File: src/rtl/vital_sign_pkg.sv
// Shared channel map, state encoding and helpers for the actuator scheduler.
// DUTY_LIMIT_EN selects the on-time limit / cool-down feature.
package vital_sign_pkg;

   localparam int NUM_HP     = 4;
   localparam int CH_VIB     = 0;
   localparam int CH_FAN     = 1;
   localparam int CH_VALVE   = 2;
   localparam int CH_PUMP    = 3;

   localparam int REQ_BUZZER = 0;
   localparam int REQ_LED    = 1;
   localparam int REQ_HP_LSB = 2;

   typedef enum logic [1:0] {
      ST_OFF    = 2'd0,
      ST_ON_MIN = 2'd1,
      ST_ON     = 2'd2,
      ST_COOL   = 2'd3
   } ch_state_e;

`ifdef DUTY_LIMIT_EN
   localparam bit DUTY_EN = 1'b1;
`else
   localparam bit DUTY_EN = 1'b0;
`endif

   function automatic logic [2:0] popcnt4(input logic [3:0] v);
      popcnt4 = 3'(v[0]) + 3'(v[1]) + 3'(v[2]) + 3'(v[3]);
   endfunction

endpackage

File: src/rtl/actuator_channel_fsm.sv
// One high-power channel: state, on/cool counter and min-on protection.
// DUTY_LIMIT_EN enables the on-time trip into COOL (not for EXEMPT).
module actuator_channel_fsm
   import vital_sign_pkg::*;
#(
   parameter int MIN_ON_CYCLES = 4,
   parameter int MAX_ON_CYCLES = 64,
   parameter int COOL_CYCLES   = 16,
   parameter int CNT_W         = 8,
   parameter bit EXEMPT        = 1'b0
) (
   input  logic clk,
   input  logic reset,
   input  logic i_req,
   input  logic i_grant,
   input  logic i_preempt,
   output logic o_is_on,
   output logic o_stay,
   output logic o_can_preempt,
   output logic o_eligible
);

   ch_state_e        r_state;
   ch_state_e        w_state_nxt;
   logic [CNT_W-1:0] r_cnt;
   logic [CNT_W-1:0] w_cnt_nxt;
   logic [CNT_W-1:0] w_cnt_inc;
   logic             w_min_done;
   logic             w_cool_done;
   logic             w_trip;
   logic             w_on_any;

   assign w_cnt_inc   = (r_cnt == '1) ? r_cnt : r_cnt + CNT_W'(1);
   assign w_min_done  = (r_cnt == CNT_W'(MIN_ON_CYCLES - 1));
   assign w_cool_done = (r_cnt == CNT_W'(COOL_CYCLES - 1));
   assign w_on_any    = (r_state == ST_ON_MIN) || (r_state == ST_ON);
   assign w_trip      = DUTY_EN && !EXEMPT && w_on_any
                        && (r_cnt == CNT_W'(MAX_ON_CYCLES - 1));

   // Last min-on cycle already behaves like ON: it may drop or be
   // preempted on the edge it leaves ON_MIN.
   assign o_is_on       = w_on_any;
   assign o_stay        = !w_trip
                          && (((r_state == ST_ON_MIN)
                               && (!w_min_done || i_req))
                              || ((r_state == ST_ON) && i_req));
   assign o_can_preempt = o_stay
                          && ((r_state == ST_ON)
                              || ((r_state == ST_ON_MIN) && w_min_done));
   assign o_eligible    = (r_state == ST_OFF)
                          || ((r_state == ST_COOL) && w_cool_done);

   // Next state and counter.
   always_comb begin
      w_state_nxt = r_state;
      w_cnt_nxt   = r_cnt;
      unique case (r_state)
         ST_OFF: begin
            w_cnt_nxt = '0;
            if (i_grant) w_state_nxt = ST_ON_MIN;
         end
         ST_ON_MIN: begin
            if (w_trip) begin
               w_state_nxt = ST_COOL;
               w_cnt_nxt   = '0;
            end else if (w_min_done) begin
               if (!i_req || i_preempt) begin
                  w_state_nxt = ST_OFF;
                  w_cnt_nxt   = '0;
               end else begin
                  w_state_nxt = ST_ON;
                  w_cnt_nxt   = w_cnt_inc;
               end
            end else begin
               w_cnt_nxt = w_cnt_inc;
            end
         end
         ST_ON: begin
            if (w_trip) begin
               w_state_nxt = ST_COOL;
               w_cnt_nxt   = '0;
            end else if (!i_req || i_preempt) begin
               w_state_nxt = ST_OFF;
               w_cnt_nxt   = '0;
            end else begin
               w_cnt_nxt = w_cnt_inc;
            end
         end
         ST_COOL: begin
            if (w_cool_done) begin
               w_cnt_nxt   = '0;
               w_state_nxt = i_grant ? ST_ON_MIN : ST_OFF;
            end else begin
               w_cnt_nxt = w_cnt_inc;
            end
         end
      endcase
   end

   // State and counter registers.
   always_ff @(posedge clk) begin
      if (reset) begin
         r_state <= ST_OFF;
         r_cnt   <= '0;
      end else begin
         r_state <= w_state_nxt;
         r_cnt   <= w_cnt_nxt;
      end
   end

endmodule

File: src/rtl/actuator_power_scheduler.sv
// Grants a shared high-power budget to four actuators by priority.
// DUTY_LIMIT_EN adds per-grant on-time limit and cool-down.
module actuator_power_scheduler
   import vital_sign_pkg::*;
#(
   parameter int MAX_ACTIVE    = 2,
   parameter int MIN_ON_CYCLES = 4,
   parameter int MAX_ON_CYCLES = 64,
   parameter int COOL_CYCLES   = 16,
   parameter int CNT_W         = 8
) (
   input  logic       clk,
   input  logic       reset,
   input  logic [5:0] req_in,
   output logic       Buzzer,
   output logic       LED,
   output logic       Vibrator,
   output logic       Micro_Fan,
   output logic       Selenoid_Valve,
   output logic       Infuse_Pump,
   output logic [3:0] pending,
   output logic [2:0] active_cnt
);

   logic [NUM_HP-1:0] w_req;
   logic [NUM_HP-1:0] w_is_on;
   logic [NUM_HP-1:0] w_stay;
   logic [NUM_HP-1:0] w_can_pre;
   logic [NUM_HP-1:0] w_elig;
   logic [NUM_HP-1:0] w_grant;
   logic [NUM_HP-1:0] w_preempt;
   logic [NUM_HP-1:0] w_wait;
   logic [NUM_HP-1:0] w_next_on;
   logic [2:0]        w_free;
   logic [2:0]        w_used;
   logic [1:0]        w_hi;
   logic [1:0]        w_vic;
   logic              w_hi_vld;
   logic              w_vic_vld;

   logic              r_buzzer;
   logic              r_led;
   logic [3:0]        r_pending;
   logic [2:0]        r_active_cnt;

   assign w_req = req_in[REQ_HP_LSB +: NUM_HP];

   for (genvar g = 0; g < NUM_HP; g++) begin : g_ch
      actuator_channel_fsm #(
         .MIN_ON_CYCLES (MIN_ON_CYCLES),
         .MAX_ON_CYCLES (MAX_ON_CYCLES),
         .COOL_CYCLES   (COOL_CYCLES),
         .CNT_W         (CNT_W),
         .EXEMPT        (g == CH_PUMP)
      ) u_ch (
         .clk           (clk),
         .reset         (reset),
         .i_req         (w_req[g]),
         .i_grant       (w_grant[g]),
         .i_preempt     (w_preempt[g]),
         .o_is_on       (w_is_on[g]),
         .o_stay        (w_stay[g]),
         .o_can_preempt (w_can_pre[g]),
         .o_eligible    (w_elig[g])
      );
   end

   // Fill free slots top-down, then at most one preemption.
   always_comb begin
      w_grant   = '0;
      w_preempt = '0;
      w_wait    = '0;
      w_used    = '0;
      w_hi      = '0;
      w_hi_vld  = 1'b0;
      w_vic     = '0;
      w_vic_vld = 1'b0;
      w_free    = 3'(MAX_ACTIVE) - popcnt4(w_stay);
      for (int i = NUM_HP - 1; i >= 0; i--) begin
         if (w_elig[i] && w_req[i]) begin
            if (w_used < w_free) begin
               w_grant[i] = 1'b1;
               w_used     = w_used + 3'd1;
            end else begin
               w_wait[i] = 1'b1;
            end
         end
      end
      for (int i = 0; i < NUM_HP; i++) begin
         if (w_wait[i]) begin
            w_hi     = 2'(i);
            w_hi_vld = 1'b1;
         end
      end
      for (int i = NUM_HP - 1; i >= 0; i--) begin
         if (w_can_pre[i]) begin
            w_vic     = 2'(i);
            w_vic_vld = 1'b1;
         end
      end
      if (w_hi_vld && w_vic_vld && (w_vic < w_hi)) begin
         w_preempt[w_vic] = 1'b1;
         w_grant[w_hi]    = 1'b1;
      end
   end

   assign w_next_on = (w_stay & ~w_preempt) | w_grant;

   // Low-power pass-through, pending and slot count registers.
   always_ff @(posedge clk) begin
      if (reset) begin
         r_buzzer     <= 1'b0;
         r_led        <= 1'b0;
         r_pending    <= '0;
         r_active_cnt <= '0;
      end else begin
         r_buzzer     <= req_in[REQ_BUZZER];
         r_led        <= req_in[REQ_LED];
         r_pending    <= w_req & ~w_next_on;
         r_active_cnt <= popcnt4(w_next_on);
      end
   end

   assign Buzzer         = r_buzzer;
   assign LED            = r_led;
   assign Vibrator       = w_is_on[CH_VIB];
   assign Micro_Fan      = w_is_on[CH_FAN];
   assign Selenoid_Valve = w_is_on[CH_VALVE];
   assign Infuse_Pump    = w_is_on[CH_PUMP];
   assign pending        = r_pending;
   assign active_cnt     = r_active_cnt;

endmodule
File: config.mk
export PLATFORM = sky130hd
export DESIGN_NAME = actuator_power_scheduler
export DESIGN_NICKNAME = d
export VERILOG_FILES = /design/src/rtl/vital_sign_pkg.sv /design/src/rtl/actuator_channel_fsm.sv /design/src/rtl/actuator_power_scheduler.sv
export SDC_FILE = /design/constraint.sdc
export NUM_CORES = 1
export LEC_CHECK = 0
export ABC_CLOCK_PERIOD_IN_PS = 7300
export CAP_MARGIN = 10
export CORE_MARGIN = 10
export CORE_UTILIZATION = 40
export DETAILED_ROUTE_END_ITERATION = 8
export PLACE_DENSITY = 0.58
export REMOVE_ABC_BUFFERS = 1
export SYNTH_ARGS = -nofsm -noshare
export SYNTH_HDL_FRONTEND = slang
export SYNTH_SLANG_ARGS = --single-unit
export TNS_END_PERCENT = 5
File: constraint.sdc
create_clock -name clk -period 7.3 [get_ports clk]
set_input_delay 0.73 -clock clk [delete_from_list [all_inputs] [get_ports clk]]
set_output_delay 0.73 -clock clk [all_outputs]
set_load 0.02 [all_outputs]
; ---- Word level (Yosys, flattened, before mapping)
; Cells that the tools add are included.
[totals]
reg_bits = 49
out_inout_bits = 13
word_cells = 239
[classes]
n_addsub = 13
order_cmp = 9
n_eq_ne = 40
n_mux = 91
bitwise_logic = 6
reduce_logical = 68
[op_table]
columns = operator, count
row1 = $mux W8, 16
row2 = $pmux W8 S4, 4
row3 = $mux W2, 26
row4 = $mux W1, 33
row5 = $add A8 B1 Y8 const B, 4
row6 = $eq A8 B2 Y1 const B, 4
row7 = $eq A8 B4 Y1 const B, 4
row8 = $eq A8 B8 Y1 const B, 4
row9 = $pmux W2 S4, 4
row10 = $logic_and A1 B1 Y1, 28
row11 = $logic_or A1 B1 Y1, 24
row12 = $eq A2 B2 Y1 const B, 8
row13 = $ne A2 B1 Y1 const B, 8
row14 = $ne A2 B2 Y1 const B, 8
row15 = $reduce_and A4 Y1, 4
row16 = $mux W3, 4
row17 = $lt A3 B3 Y1, 3
row18 = $and A4 B4 Y4, 2
row19 = $eq A2 B1 Y1 const B, 4
row20 = $logic_not A1 Y1, 8
row21 = $logic_not A2 Y1, 4
row22 = $mux W4, 2
row23 = $not A4 Y4, 2
row24 = $or A4 B4 Y4, 2
row25 = other kinds (10), 17

; ---- Depth between registers and ports, before layout
; Gate-level depths: netlist (run 1).
[logic_depth]
ltp_word = 34
depth_mapped = 26
mapped_depth_nobuf = 26

; ---- Modules after synthesis
; A second synthesis (run 1) with hierarchy kept.
[hier_totals]
cells_unflattened = 415
area_unflattened_um2 = 3662.3
[by_module_without_submodules]
columns = module, n_inst, cells_per_inst, area_each_um2
row1 = actuator_channel_fsm, 4, 74, 656.9
row2 = actuator_power_scheduler, 1, 119, 1034.7

; ---- Least setup slack after synthesis (run 1)
; Ideal clock, no wire load.
[synth_path]
path_kind = reg2reg
from = register g_ch[1].u_ch.r_cnt[4]
to = register r_active_cnt[1] (netlist: active_cnt[1])
t_arrival_ns = 6.451
slack_ns = 0.721
path_stages_with_launch = 26
n_path_buf = 0
synth_period_minus_slack_ns = 6.579
cell_sequence = dfxtp_1 -> nor4_4 -> and3_1 -> nand2b_1 -> nand2_1 -> fa_1 -> inv_1 -> ha_1 -> inv_1 -> ha_1 -> nor4_4 -> ha_1 -> a21oi_1 -> o211ai_1 -> mux2_2 -> ha_1 -> nand2_1 -> or4_4 -> a311o_4 -> a211oi_4 -> nand3_1 -> o2bb2ai_1 -> fa_1 -> ha_1 -> ha_1 -> nor2b_1
[synth_between]
elab_chain_cells = 34
elab_cells_between_ends = 77
[synth_lines]
columns = item, line
row1 = start: declaration, actuator_channel_fsm.sv:25  ; logic [CNT_W-1:0] r_cnt;
row2 = start signal: assignment, actuator_channel_fsm.sv:107  ; r_cnt <= w_cnt_nxt;
row3 = $eq A8 B2 Y1, actuator_channel_fsm.sv:34  ; assign w_min_done = (r_cnt == CNT_W'(MIN_ON_CYCLES - 1));
row4 = $logic_not A1 Y1, actuator_channel_fsm.sv:45  ; && (!w_min_done || i_req))
row5 = $logic_or A1 B1 Y1, actuator_channel_fsm.sv:45
row6 = $logic_and A1 B1 Y1, actuator_channel_fsm.sv:45
row7 = $logic_or A1 B1 Y1, actuator_channel_fsm.sv:46  ; || ((r_state == ST_ON) && i_req));
row8 = $add A1 B1 Y2, vital_sign_pkg.sv:29  ; popcnt4 = 3'(v[0]) + 3'(v[1]) + 3'(v[2]) + 3'(v[3]);
row9 = $add A2 B1 Y3, vital_sign_pkg.sv:29
row10 = $add A3 B1 Y3, vital_sign_pkg.sv:29
row11 = (+17 left out), -
row12 = $logic_and A1 B1 Y1 (2 in a row), actuator_power_scheduler.sv:101  ; if (w_hi_vld && w_vic_vld && (w_vic < w_hi)) begin
row13 = $mux W4, actuator_power_scheduler.sv:101
row14 = $not A4 Y4, actuator_power_scheduler.sv:107  ; assign w_next_on = (w_stay & ~w_preempt) | w_grant;
row15 = $and A4 B4 Y4, actuator_power_scheduler.sv:107
row16 = $or A4 B4 Y4 *, actuator_power_scheduler.sv:107
row17 = $add A1 B1 Y2, vital_sign_pkg.sv:29
row18 = $add A2 B1 Y3, vital_sign_pkg.sv:29
row19 = $add A3 B1 Y3 *, vital_sign_pkg.sv:29
row20 = end signal: assignment, actuator_power_scheduler.sv:120  ; r_active_cnt <= popcnt4(w_next_on);
row21 = end: declaration, actuator_power_scheduler.sv:44  ; logic [2:0] r_active_cnt;
; Every way passes the cells marked *; elsewhere a longest branch is shown, timed or not.
; A chain may end at the register's enable or synchronous reset.

; ---- Worst setup path in the final report (run 1)
[layout_path]
from = register g_ch[3].u_ch.r_cnt[0]
to = register r_active_cnt[1] (netlist: active_cnt[1])
[layout_between]
elab_chain_cells = 32
elab_cells_between_ends = 79
[layout_lines]
columns = item, line
row1 = start: declaration, actuator_channel_fsm.sv:25
row2 = start signal: assignment, actuator_channel_fsm.sv:107
row3 = $eq A8 B2 Y1, actuator_channel_fsm.sv:34
row4 = $logic_not A1 Y1, actuator_channel_fsm.sv:45
row5 = $logic_or A1 B1 Y1, actuator_channel_fsm.sv:45
row6 = $logic_and A1 B1 Y1, actuator_channel_fsm.sv:45
row7 = $logic_or A1 B1 Y1, actuator_channel_fsm.sv:46
row8 = $add A3 B1 Y3, vital_sign_pkg.sv:29
row9 = $sub A2 B3 Y3, actuator_power_scheduler.sv:78  ; w_free = 3'(MAX_ACTIVE) - popcnt4(w_stay);
row10 = $lt A1 B3 Y1, actuator_power_scheduler.sv:81  ; if (w_used < w_free) begin
row11 = (+15 left out), -
row12 = $logic_and A1 B1 Y1 (2 in a row), actuator_power_scheduler.sv:101
row13 = $mux W4, actuator_power_scheduler.sv:101
row14 = $not A4 Y4, actuator_power_scheduler.sv:107
row15 = $and A4 B4 Y4, actuator_power_scheduler.sv:107
row16 = $or A4 B4 Y4 *, actuator_power_scheduler.sv:107
row17 = $add A1 B1 Y2, vital_sign_pkg.sv:29
row18 = $add A2 B1 Y3, vital_sign_pkg.sv:29
row19 = $add A3 B1 Y3 *, vital_sign_pkg.sv:29
; Marked as above.

==> results.md, run 1 <==
* Status: completed
* Required @ worst endpoint at 7.47 ns
* Initial core utilization at 0.412
* Total Routed Length at 7.71 mm
* Dpl ws at 0.176 ns
* Arr. time, crit path at approximately 7.0 ns
* Initial DRC count at between 100 and 150
* Via count at 3027
* Gpl congestion at 0.904
* Setup tns final at 0 ns
* Max stage delay on crit path at 0.52 ns
* Crit Path Class: register to register
* Sequential area share after synthesis at 0.290
* Tightest Pin Transition at a little under 1 ns
* Maximum vdd drop at about 180 uV
* RSZ-0062 raised after global routing: no
* Detail Route Antenna Nets at 0
* CP endpoint kind: register
* Fin nets at 484
* Die X at 112 microns
* CP max FO at 6
* I/O Buffers at 20
* Pwr Density at 389 nW/um^2
* TritonCTS buffer count at 5
* Grt peak-use layer: met2
* Clock sink total at 49
* Chip height at 112 microns
* Post-Syn Area at between 3000 and 4000 sq um
* CTS HTree Levels at 2
* Worst path slowest cell: fa_1
* FF+latch area at 981 sq um
* Final period util at 0.941
* Detailed-router iteration count before antenna repair at 4
* Hold buffers post-CTS at 0
* EDFF count, synth at 0
* Top-area cell type share of the netlist area at 0.290
* # DRC at 0
* Syn Inst Count at 411
* Leak at 0.00149 uW
* M3 GR Usage at 0.0242
* Hold Path Class: register to register
* Synth-to-Final Area Change at 14.6%
* Final core occ at 0.472
* Top Ports at 21
* CTS tree: done
* DR WL/cell at about 14 microns
* Clock latency on the worst-skew pair at 0.31 ns
* Unique masters post-synth at 63
* Gr usage total at 0.122
* Clock tree buffer depth at 2
* Core area at 8220 sq um
* Clk_skew at 0.0115 ns
* Avg Cell Area, Syn at 8.24 sq um
* Final Hold Slack at 0.524 ns
* Die area at 12500 sq um
* Largest net degree at the start of global routing at 26
* DPL Wire Length at 6.07 mm
* Multi-input gate area at approximately 2300 sq um
* Std-Cell Rows at 33
* Global-route met1 utilization at 0.160
* # fillers at approximately 800
* Largest area contributor in the netlist: dfxtp_1
* Final hold vios at 0
* Antenna violations before repair at 0
* # diodes at 0
* Share of flip-flops with an asynchronous set or reset at 0
* Clock transition at the registers of the reported paths at approximately 0.1 ns
* Vias in the first global route at around 2.8k
* CP startpoint kind: register
* Final WS setup at 0.434 ns
* CP dominant cell by count: ha_1
* FF+latch count, synth at 49
* Slew headroom at 0.357
* Met2 usage at 0.196
* Min Tclk post-route at 6.87 ns
* Ranking of synthesized cells by area: dfxtp_1, ha_1, nor2_1, nand2_1, nand3_1
* Via density per instance at 5.52
* Share of cells above drive strength 1 at 0.0767
* Global-route wire length before repair at 13.3 mm
* GR Overflow Total at 0
* Synth warn at 0
* Post-synth top flop: dfxtp_1
* Fmax at 0.146 GHz
* Final setup vio count at 0
* Max-slew violation count at 0
* CTS Root Cell: clkbuf_8
* Max_cap viols at 0
[cell usage after synthesis, types with 3 or more instances]
| cell type | instances |
|---|---|
| nor2_1 | 54 |
| dfxtp_1 | 49 |
| nand2_1 | 34 |
| ha_1 | 32 |
| nand3_1 | 21 |
| nor3_1 | 20 |
| inv_1 | 19 |
| a21oi_1 | 17 |
| o21ai_0 | 14 |
| a31oi_1 | 10 |
| nor2b_1 | 9 |
| and3_1 | 8 |
| a211oi_1 | 7 |
| nand4_1 | 6 |
| xnor2_1 | 6 |
| xor2_1 | 6 |
| a21o_1 | 5 |
| and2_1 | 5 |
| clkbuf_1 | 5 |
| mux2i_1 | 5 |
| a211o_1 | 4 |
| nand2b_1 | 4 |
| nor3b_1 | 4 |
| o21ai_1 | 4 |
| o31ai_1 | 4 |
| a21boi_0 | 3 |
| mux2_2 | 3 |
| nor4_1 | 3 |
| nor4_4 | 3 |
| o211ai_1 | 3 |
[per-stage QoR]
step / instance area (sq um) / instances / total power, uW
6_report: 3880 / 548 / 1510
5_1_grt: 3880 / 548 / 1670
4_1_cts: 3860 / 546 / 1520
3_5_place_dp: 3750 / 538 / 1310
3_3_place_gp: 3750 / 538 / 1290
2_1_floorplan: 3360 / 405 / 1060
[power by group]
group	switching, uW	total [uW]	leakage, uW	internal (uW)
logic	567	1000	0.00104	433
registers	16.2	313	0.000398	297
clock network	94.5	198	0.0000554	103
[cells by family after synthesis]
logic type      count (synthesis)  share of synthesized area
compound gates                102                      0.219
xor+xnor                       12                     0.0310
fa+ha+maj                      35                      0.133
buf+inv                        25                     0.0281
flops                          49                      0.290
mux                             8                     0.0248
simple gates                  180                      0.274
[area by class of cell]
cell class	count	share of cell area
inverters	19	0.0184
repair buffers	30	0.0709
clock inverters	2	0.0100
multi-input cells	337	0.595
clock buffers	6	0.0187
well taps	105	0.0339
flip-flops and latches	49	0.253
[worst max-delay path: cells and delay by family (launching register included)]
family	cells	cell delay, ns
fa+ha+maj	9	2.65
simple gates	9	1.95
compound gates	5	1.28
flops	1	0.38
mux	1	0.37
buf+inv	2	0.09
[cell usage in the layout (no fill, tap or decap), types with 6 or more instances in the layout]
cell	count
buf_4	10
nor3_1	20
xor2_1	6
xnor2_1	6
a211oi_1	7
ha_1	32
and3_1	8
a21oi_1	17
o21ai_0	14
nand3_1	21
a31oi_1	10
nand4_1	6
inv_1	19
dfxtp_1	49
clkdlybuf4s50_1	20
nor2b_1	9
nand2_1	34
nor2_1	54
[repair_timing]
item	in CTS	in global routing
resized for setup	0	0
setup buffers	0	2
endpoints found under the setup margin	0	1
[per-layer routing]
layer | up-vias | wire [microns]
li1 | 1564 | -
met3 | 10 | 264
met1 | 1408 | 3790
met4 | 0 | 116
met2 | 45 | 3540
met5 | - | 0
[sequential cells by signal, indices dropped and copies added (netlist names)]
name,flops
Buzzer,1
LED,1
active_cnt,3
g_ch.u_ch.r_cnt,32
g_ch.u_ch.r_state,8
pending,4
[worst paths after layout]
path                                     from  depth (start not counted)  slack, ns                                to
max          g_ch[3].u_ch.r_cnt[0]$_SDFF_PP0_                         26       0.43          active_cnt[1]$_SDFF_PP0_
min          g_ch[1].u_ch.r_cnt[1]$_SDFF_PP0_                          2       0.52  g_ch[1].u_ch.r_cnt[1]$_SDFF_PP0_
max reg2reg  g_ch[3].u_ch.r_cnt[0]$_SDFF_PP0_                         26       0.43          active_cnt[1]$_SDFF_PP0_
min reg2reg  g_ch[1].u_ch.r_cnt[1]$_SDFF_PP0_                          2       0.52  g_ch[1].u_ch.r_cnt[1]$_SDFF_PP0_
Note: power is estimated with default switching activity, not from simulation.
==> run 2, diff against run 1 <==
--- a/config.mk
+++ b/config.mk
@@ -7,7 +7,7 @@
 export LEC_CHECK = 0
 export ABC_CLOCK_PERIOD_IN_PS = 7300
 export CAP_MARGIN = 10
-export CORE_MARGIN = 10
+export CORE_MARGIN = 1.5
 export CORE_UTILIZATION = 40
 export DETAILED_ROUTE_END_ITERATION = 8
 export PLACE_DENSITY = 0.58
==> results.md, run 2 (same netlist as run 1, synthesis figures left out) <==
* Number of flip-flops in the largest register at 32 (unchanged)
* # fillers at 805 (+1.0%)
* Required @ worst endpoint at 7.46 ns (about the same)
* Hold buffers post-CTS at 0 (unchanged)
* Antenna violations before repair at 0 (unchanged)
* Clock transition at the registers of the reported paths at 0.09 ns (about the same)
* Largest Register: g_ch.u_ch.r_cnt
* TritonCTS buffer count at 5 (unchanged)
* Top Ports at 21 (unchanged)
* R2R setup slack at 0.39 ns (-0.04 ns)
* Vias in the first global route at 2749 (-3.4%)
* Final Hold Slack at 0.524 ns (-0.000283 ns)
* Crit path buf inv count at 2 (unchanged)
* Hold endpoint: g_ch[1].u_ch.r_state[0]$_SDFFE_PP0P_
* Clock latency on the worst-skew pair at 0.31 ns (about the same)
* CP max FO at 6 (unchanged)
* CP dominant cell by count: ha_1
* Final hold vios at 0 (unchanged)
* Max stage delay on crit path at 0.55 ns (+0.03 ns)
* Fmax at 0.145 GHz (-0.61%)
* FF+latch area at 981 sq um (unchanged)
* Reg2Reg Capture Point: active_cnt[1]$_SDFF_PP0_
* Final period util at 0.946 (+0.00578)
* CP endpoint kind: register
* Core area at 8220 sq um (unchanged)
* Status: completed
* CTS tree: done
* HP Start: g_ch[1].u_ch.r_state[0]$_SDFFE_PP0P_
* Slew headroom at 0.370 (+0.0124)
* Clk_skew at 0.00531 ns (-0.00619 ns)
* FF-to-FF Start: g_ch[3].u_ch.r_cnt[0]$_SDFF_PP0_
* Die X at 95 microns (-15%)
* Total Routed Length at 7.62 mm (-1.1%)
* Detail Route Antenna Nets at 0 (unchanged)
* Share of cells above drive strength 1 at 0.0790 (+0.00226)
* Clock tree buffer depth at 2 (unchanged)
* Multi-input gate area at 2310 sq um (+0.16%)
* Global-route wire length before repair at 12.8 mm (-3.8%)
* Min Tclk post-route at 6.91 ns (+0.0422 ns)
* Gr usage total at 0.178 (+0.0560)
* Initial DRC count at 114 (-8.8%)
* Largest net degree at the start of global routing at 26 (unchanged)
* Max-slew violation count at 0 (unchanged)
* CTS Root Cell: clkbuf_8
* Via density per instance at 5.56 (+0.73%)
* Most frequent cells in the layout: nor2_1, dfxtp_1, nand2_1, ha_1, nand3_1
* Hold Path Cell Cnt at 2 (unchanged)
* Initial core utilization at 0.412 (unchanged)
* Die area at 9030 sq um (-28%)
* Hold Path Class: register to register
* Max_cap viols at 0 (unchanged)
* DPL Wire Length at 5.71 mm (-6.0%)
* I/O Buffers at 20 (unchanged)
* Tightest Pin Transition at 0.942 ns (-0.0186 ns)
* Synth-to-Final Area Change at 14.9%
* Fin nets at 484 (unchanged)
* Crit Path Class: register to register
* Chip height at 95 microns (-15%)
* Leak at 0.00150 uW (+0.27%)
* Std-Cell Rows at 33 (unchanged)
* Commonest non-fill, non-tap cell in the layout: nor2_1
* CP delay by family, top: adder cells
* GR Overflow Total at 0 (unchanged)
* # DRC at 0 (unchanged)
* CP startpoint kind: register
* Setup tns final at 0 ns (unchanged)
* CTS HTree Levels at 2 (unchanged)
* Pwr Density at 393 nW/um^2 (+1.1%)
* Clock sink total at 49 (unchanged)
* Worst path slowest cell: fa_1
* Arr. time, crit path at 7.07 ns (+0.04 ns)
* Detailed-router iteration count before antenna repair at 4 (unchanged)
* Via count at 3049 (+0.73%)
* Worst r2r path cells at 26 (unchanged)
* Final setup vio count at 0 (unchanged)
* # diodes at 0 (unchanged)
* DR WL/cell at 13.9 microns (-1.1%)
* Maximum vdd drop at 177 uV (-3.6%)
* Final core occ at 0.473 (+0.00106)
* Gpl congestion at 0.904 (unchanged)
-- run 2: area by class of cell --
type                    count  share of cell area
inverters                  19              0.0183
clock buffers               7              0.0222
well taps                 105              0.0338
repair buffers             30              0.0708
clock inverters             1             0.00772
flip-flops and latches     49               0.252
multi-input cells         337               0.595
-- run 2: repair_timing --
item / CTS / global route
resized for setup: 0 / 1
setup endpoints to repair: 0 / 3
buffers inserted: 0 / 1
-- run 2: worst max-delay path by stage --
stage / from / end / slack (ns) / depth (start not counted)
after global placement: req_in[3] / active_cnt[1]$_SDFF_PP0_ / 0.35 / 24
final: g_ch[3].u_ch.r_cnt[0]$_SDFF_PP0_ / active_cnt[1]$_SDFF_PP0_ / 0.39 / 26
after CTS: g_ch[3].u_ch.r_cnt[0]$_SDFF_PP0_ / active_cnt[1]$_SDFF_PP0_ / 0.27 / 26
after floorplan: g_ch[1].u_ch.r_cnt[4]$_SDFF_PP0_ / active_cnt[1]$_SDFF_PP0_ / 0.74 / 25
after detailed placement: req_in[3] / active_cnt[1]$_SDFF_PP0_ / 0.13 / 24
after global routing: g_ch[3].u_ch.r_cnt[0]$_SDFF_PP0_ / active_cnt[1]$_SDFF_PP0_ / -0.006 / 26
-- run 2: per-stage QoR --
stage / power [uW] / instance area, sq um / setup WS (ns) / cells
after floorplan: 1060 / 3360 / 0.735 / 405
after global placement: 1310 / 3760 / 0.352 / 539
after detailed placement: 1310 / 3760 / 0.128 / 539
after CTS: 1530 / 3880 / 0.267 / 547
after global routing: 1680 / 3890 / -0.00604 / 548
final: 1530 / 3890 / 0.392 / 548
-- run 2: worst reg2reg max path: stages (launching register included) --
cell and delay, ns:
dfxtp_1 0.38, ha_1 0.24, nor3b_2 0.36, nand2_1 0.15
nand2_1 0.09, nand2_1 0.11, fa_1 0.55, inv_1 0.05
ha_1 0.16, inv_1 0.05, ha_1 0.25, nor4_4 0.45
ha_1 0.27, a21oi_1 0.08, o211ai_1 0.24, mux2_2 0.37
ha_1 0.29, nand2_1 0.06, or4_4 0.52, a311o_4 0.38
a21oi_2 0.29, nand2_1 0.13, a21o_1 0.24, fa_1 0.46
ha_1 0.21, ha_1 0.26, nor2b_1 0.13
-- run 2: power breakdown --
| group | total, uW | internal (uW) | switching, uW |
|---|---|---|---|
| clock network | 204 | 112 | 92.3 |
| logic | 1010 | 431 | 582 |
| registers | 312 | 297 | 15.6 |
| total | 1530 | 840 | 690 |
-- run 2: metal layers --
metal | global-route usage | vias up | share of wire
met4 | 0.0522 | 0 | 0.012
met3 | 0.0274 | 8 | 0.030
li1 | - | 1569 | -
met2 | 0.283 | 52 | 0.46
met1 | 0.246 | 1420 | 0.50
met5 | 0 | - | 0
